## config.mk

```make
export PLATFORM = sky130hd
export DESIGN_NAME = register_file
export DESIGN_NICKNAME = d
export VERILOG_FILES = /design/src/rtl/regfile_pkg.sv /design/src/rtl/register_file.sv
export SDC_FILE = /design/constraint.sdc
export NUM_CORES = 2
export LEC_CHECK = 0
export CAP_MARGIN = 20
export CORE_MARGIN = 5
export CORE_UTILIZATION = 23
export CTS_CLUSTER_DIAMETER = 60
export CTS_CLUSTER_SIZE = 14
export DETAILED_ROUTE_END_ITERATION = 8
export GPL_TIMING_DRIVEN = 0
export PLACE_DENSITY = 0.37
export SLEW_MARGIN = 20
export SYNTH_ARGS = -nofsm -noshare
export SYNTH_HDL_FRONTEND = slang
export SYNTH_SLANG_ARGS = --single-unit
export TNS_END_PERCENT = 20
```

## constraint.sdc

```tcl
create_clock -name clk -period 7.1 [get_ports clk]
set_clock_uncertainty 0.2 [all_clocks]
set_input_delay 0.71 -clock clk [delete_from_list [all_inputs] [get_ports clk]]
set_output_delay 0.71 -clock clk [all_outputs]
set_load 0.005 [all_outputs]
```

## src/rtl/regfile_pkg.sv

```systemverilog
// rtl/regfile_pkg.sv - shared sizing constants for the register file
package regfile_pkg;

    localparam int REGFILE_DATA_W    = 32;
    localparam int REGFILE_ADDR_W    = 5;
    localparam int REGFILE_REG_COUNT = 2 ** REGFILE_ADDR_W;
    localparam int REGFILE_ZERO_REG  = 0;

endpackage

```

## src/rtl/register_file.sv

```systemverilog
// rtl/register_file.sv - two-read one-write register file with hardwired zero register
module register_file
    import regfile_pkg::*;
#(
    parameter int DATA_W = REGFILE_DATA_W,
    parameter int ADDR_W = REGFILE_ADDR_W
) (
    output logic [DATA_W-1:0] read_data_1,
    output logic [DATA_W-1:0] read_data_2,
    input  logic [ADDR_W-1:0] read_reg_1,
    input  logic [ADDR_W-1:0] read_reg_2,
    input  logic [ADDR_W-1:0] write_reg,
    input  logic [DATA_W-1:0] write_data,
    input  logic              regWrite,
    input  logic              clk,
    input  logic              rst_n
);

    localparam int                NREGS    = 2 ** ADDR_W;
    localparam logic [ADDR_W-1:0] ZERO_IDX = ADDR_W'(REGFILE_ZERO_REG);

    logic [DATA_W-1:0] regs [NREGS];

    // Clocked write port; reset clears everything and wins over a write on the same edge
    always_ff @(posedge clk) begin
        if (!rst_n) begin
            for (int i = 0; i < NREGS; i++) begin
                regs[i] <= '0;
            end
        end else if (regWrite && (write_reg != ZERO_IDX)) begin
            regs[write_reg] <= write_data;
        end
    end

    // Read port 1: combinational, zero register forced so it reads 0 even before any reset
    always_comb begin
        read_data_1 = '0;
        if (read_reg_1 != ZERO_IDX) begin
            read_data_1 = regs[read_reg_1];
        end
    end

    // Read port 2: independent copy of the read mux
    always_comb begin
        read_data_2 = '0;
        if (read_reg_2 != ZERO_IDX) begin
            read_data_2 = regs[read_reg_2];
        end
    end

endmodule

```

# Word-level counts from Yosys, hierarchy flattened
# Memories as Yosys holds them, arrays and structs flattened.
# Cells that the tools add are included.
word_totals:
  output_inout_bits: 64
  wordCells: 15
  ff_bits: 0
  ramBits: 1024
  inputBits: 50
  mem_count: 1
classes:
  reduce_logical: 5
  mux: 9
mem_list:
  columns: ["memory", "depth", "word_bits", "rd", "rd_clocked_by_memory_dff", "wr", "line", "text"]
  rows:
  - ["regs", 32, 32, 2, 0, 32, "register_file.sv:22", "logic [DATA_W-1:0] regs [NREGS];"]
op_table:
  columns: ["op", "count"]
  rows:
  - ["$mux W32", 3]
  - ["$reduce_or A32 Y1", 1]
  - ["$reduce_bool A5 Y1", 3]
  - ["$mux W1", 5]
  - ["$mux W5", 1]
  - ["$logic_and A1 B1 Y1", 1]

# Logic depth before layout (Yosys ltp)
depth:
  word_depth: 7
  ltp_mapped: 9
  depth_no_buf: 4

# Worst setup path after synthesis
# OpenSTA, ideal clock, no wires.
synth_path:
  path_kind: "input-to-reg"
  start: "in rst_n"
  end: "mem regs[24][0] (netlist name) (enable)"
  path_buffers: 2
  t_required_ps: 6434
  setup_slack_ps: 2654
  cell_stages: 5
  setup_time_ps: 466
  t_arrival_ps: 3780
  path_cell_list: "buf_2 -> nand2_1 -> or3_1 -> clkbuf_1 -> o21ai_0"
synth_lines:
  columns: ["item", "line", "text"]
  rows:
  - ["start, declared", "register_file.sv:16", "input logic rst_n"]
  - ["end, declared", "register_file.sv:22", null]

# Worst setup path in the final report
layout_path:
  start: "in read_reg_2[4]"
  end: "out read_data_2[12]"
layout_via:
  elab_chain_len: 2
  elab_cells_between_ends: 3
  classes_between: "mux: 1; reduce/logical: 1; memory: 1"
layout_lines:
  columns: ["item", "line", "text"]
  rows:
  - ["start, declared", "register_file.sv:11", "input logic [ADDR_W-1:0] read_reg_2,"]
  - ["$mem_v2 Z32 W32 or $reduce_bool A5 Y1 (tied branches)", null, null]
  - ["$mux W32 *", "register_file.sv:46", "if (read_reg_2 != ZERO_IDX) begin"]
  - ["end, declared", "register_file.sv:9", "output logic [DATA_W-1:0] read_data_2,"]
# Every way passes the cells marked *; elsewhere a longest branch is shown, timed or not.

==> impl_metrics.yaml <==
drt:
  drtIter0Drc: 4276
  antenna_left: 0
  post_drt_wl_per_cell_um: 38.2
  finalWirelength_mm: 273
  drc: 0
  vias_per_cell: 5.00
  num_vias: 35700
  firstDrtPassIters: 5
logic_synthesis:
  synth_area_sq_um: 54200
  syn_area_per_cell_sq_um: 15.5
  ys_seq_elements: 1024
  synth_area_leader_cell: "edfxtp_1"
  synth.area.top_cells: "edfxtp_1 57%, mux4_2 20%, and2_1 11%, mux2i_1 2.8%, clkbuf_1 1.9%"
  synth_cell_type_count: 45
  synth_flop_cell: "edfxtp_1"
  yosysWarnings: 0
  syn_inst: 3507
  async_flop_share: 0
  netlist.area_leader.share: 0.567
  synth_enable_flop_cells: 1024
  seq_area_frac_synth: 0.567
pwr:
  clkPwrFrac: 0.425
  power_frac_comb: 0.141
  cellPowerDensity_nw_per_um2: 248
  power_frac_seq: 0.434
  p_sw_w: 0.00456
  ir_drop_uv: 264
  p_sw_frac: 0.276
  p_leak_nw: 22.3
  finalPower_w: 0.0165
  p_int_w: 0.0120
run:
  drv_cap: 0
timing:
  fin_crit_sh: 0.966
  tightest_slew_ns: 1.22
  rsz0062_at_grt: "no"
  final_max_slew_viol_count: 0
  slew_headroom: 0.185
  hold_viol: 0
  fmax_ghz: 0.146
  setup_viol: 0
  period_minus_slack_ns: 6.86
global_routing:
  grt_overflow: 0
  track_usage: 0.218
  antenna_found_initial: 21
  grt_pass1_wl_mm: 354
  grt_max_degree: 21
  grt_pass1_vias: 35700
worst_setup_path:
  start_kind: "input port"
  crit_path_max_fanout: 10
  path_class: "in -> out"
  critPathCaptureType: "primary output"
  crit_required_ns: 6.19
  worstPathArrival_ns: 5.95
cells_and_area:
  top_regs: "regs: 1024 flops"
  regMostFlops: "regs"
  fillerInstances: 23500
  drive_gt1_frac: 0.255
  largest_reg_flops: 1024
  layout_common_cells: "1024 x edfxtp_1, 995 x and2_1, 472 x mux4_2"
  final_util: 0.283
  areaGrowthSynthToFinish_pct: 22.7
  finish.net_count: 3925
  final_common_cell: "edfxtp_1"
clocking:
  cts_sinks: 1024
  cts_buffers: 131
  postCtsResizedCells: 0
  cts_setup_buffers: 0
  cts-root-buf: "clkbuf_16"
  cts.htree.levels: 4
  cts_hold_buf: 0
  clk_pin_slew_ns: 0.06
  cts.path.max_buffers: 3
  cts_tree: "done"
place:
  portBuffers: 106
  routabilityCongestion: 0.919
  dp_hpwl_mm: 198
min_path:
  hold_depth: 2
  worstHoldPathType: "in -> reg"
floorplanning:
  start_util: 0.231
  pin_count: 114
  fp.dieH_um: 496
  dieArea_sq_um: 246000
  coreArea_sq_um: 235000
  rows: 178
  dieWidth_um: 496
run_status:
  status: "finished, final reports clean"
==> layout make-up <==
type | instances | area (sq um) | area share
clock inverters | 89 | 982 | 0.0148
inverters | 3 | 13.8 | 0.000207
multi-input cells | 2122 | 22200 | 0.334
clock buffers | 146 | 3420 | 0.0514
plain buffers | 389 | 1900 | 0.0286
diodes | 10 | 25.0 | 0.000376
repair buffers | 204 | 3300 | 0.0495
flip-flops and latches | 1024 | 30700 | 0.462
well taps | 3150 | 3940 | 0.0592
==> power by group through the flow <==
stage / sequential, W / clock [W] / combinational (W)
finish: 0.00717 / 0.00701 / 0.00233
global route: 0.00720 / 0.00736 / 0.00238
CTS: 0.00716 / 0.00713 / 0.00234
detailed placement: 0.00729 / 0 / 0.00233
global placement: 0.00736 / 0 / 0.00215
floorplan: 0.00722 / 0 / 0.00107
==> per-stage QoR <==
| step | worst slack (ns) | instance area [sq um] | hold slack (ns) | instances | TNS [ns] |
|---|---|---|---|---|---|
| 2_1_floorplan | 2.65 | 54300 | 0.708 | 3538 | 0 |
| 4_1_cts | 0.397 | 66500 | 0.415 | 7125 | 0 |
| 3_3_place_gp | -2.99 | 59400 | 1.32 | 6794 | -2313.45 |
| 3_5_place_dp | 0.401 | 62100 | 1.27 | 6890 | 0 |
| 5_1_grt | 0.433 | 66500 | 0.470 | 7129 | 0 |
| 6_report | 0.245 | 66500 | 0.504 | 7137 | 0 |
==> cell usage after synthesis, types with 2 or more instances <==
master     number
a21oi_1        12
clkbuf_1      274
a2111oi_0      23
nand4b_1        2
a22oi_1        16
and2_1        995
a221o_1         2
nor2_1         37
nand3_1         5
nand3b_1        5
nand2_1         9
a22o_1         51
a2111oi_1      32
nor4_1          5
a211oi_1        7
or3b_2          3
mux2i_1       150
edfxtp_1     1024
nor3_1         54
nor2b_1        14
buf_1          15
buf_2          31
buf_6          22
nor4b_1         2
a32o_1          4
o22ai_1       103
o21ai_0        35
nand2b_1        5
mux2_2         30
and3_1          3
mux4_2        472
buf_4          45
a221oi_1        4
inv_1           3
or3_1           3
==> worst max-delay path, stage by stage <==
cell             delay, ns
clkdlybuf4s50_1       0.76
nand2b_1              0.17
clkbuf_1              0.74
or2_2                 0.24
clkbuf_1              0.52
clkbuf_1              0.86
o22ai_1               0.37
nor3_1                0.89
clkdlybuf4s50_1       0.66
==> cells by family after synthesis <==
logic type      count (synthesis)  share of synthesized area
simple gates                 1148                      0.130
flops                        1024                      0.567
mux                           652                      0.230
buf+inv                       392                     0.0341
compound gates                290                     0.0392
other cells                     1                  0.0000691
==> final timing paths <==
check                          start               to
worst min-delay path  write_data[24]      regs[5][24]
worst max-delay path   read_reg_2[4]  read_data_2[12]
==> layer usage <==
| metal | global-route usage | share of wire | up-vias |
|---|---|---|---|
| li1 | - | - | 14400 |
| met1 | 0.294 | 0.43 | 19200 |
| met2 | 0.346 | 0.46 | 1640 |
| met3 | 0.0339 | 0.058 | 443 |
| met4 | 0.103 | 0.055 | 4 |
| met5 | 0 | 0.000099 | - |
Power figures use the tool's default switching activity.
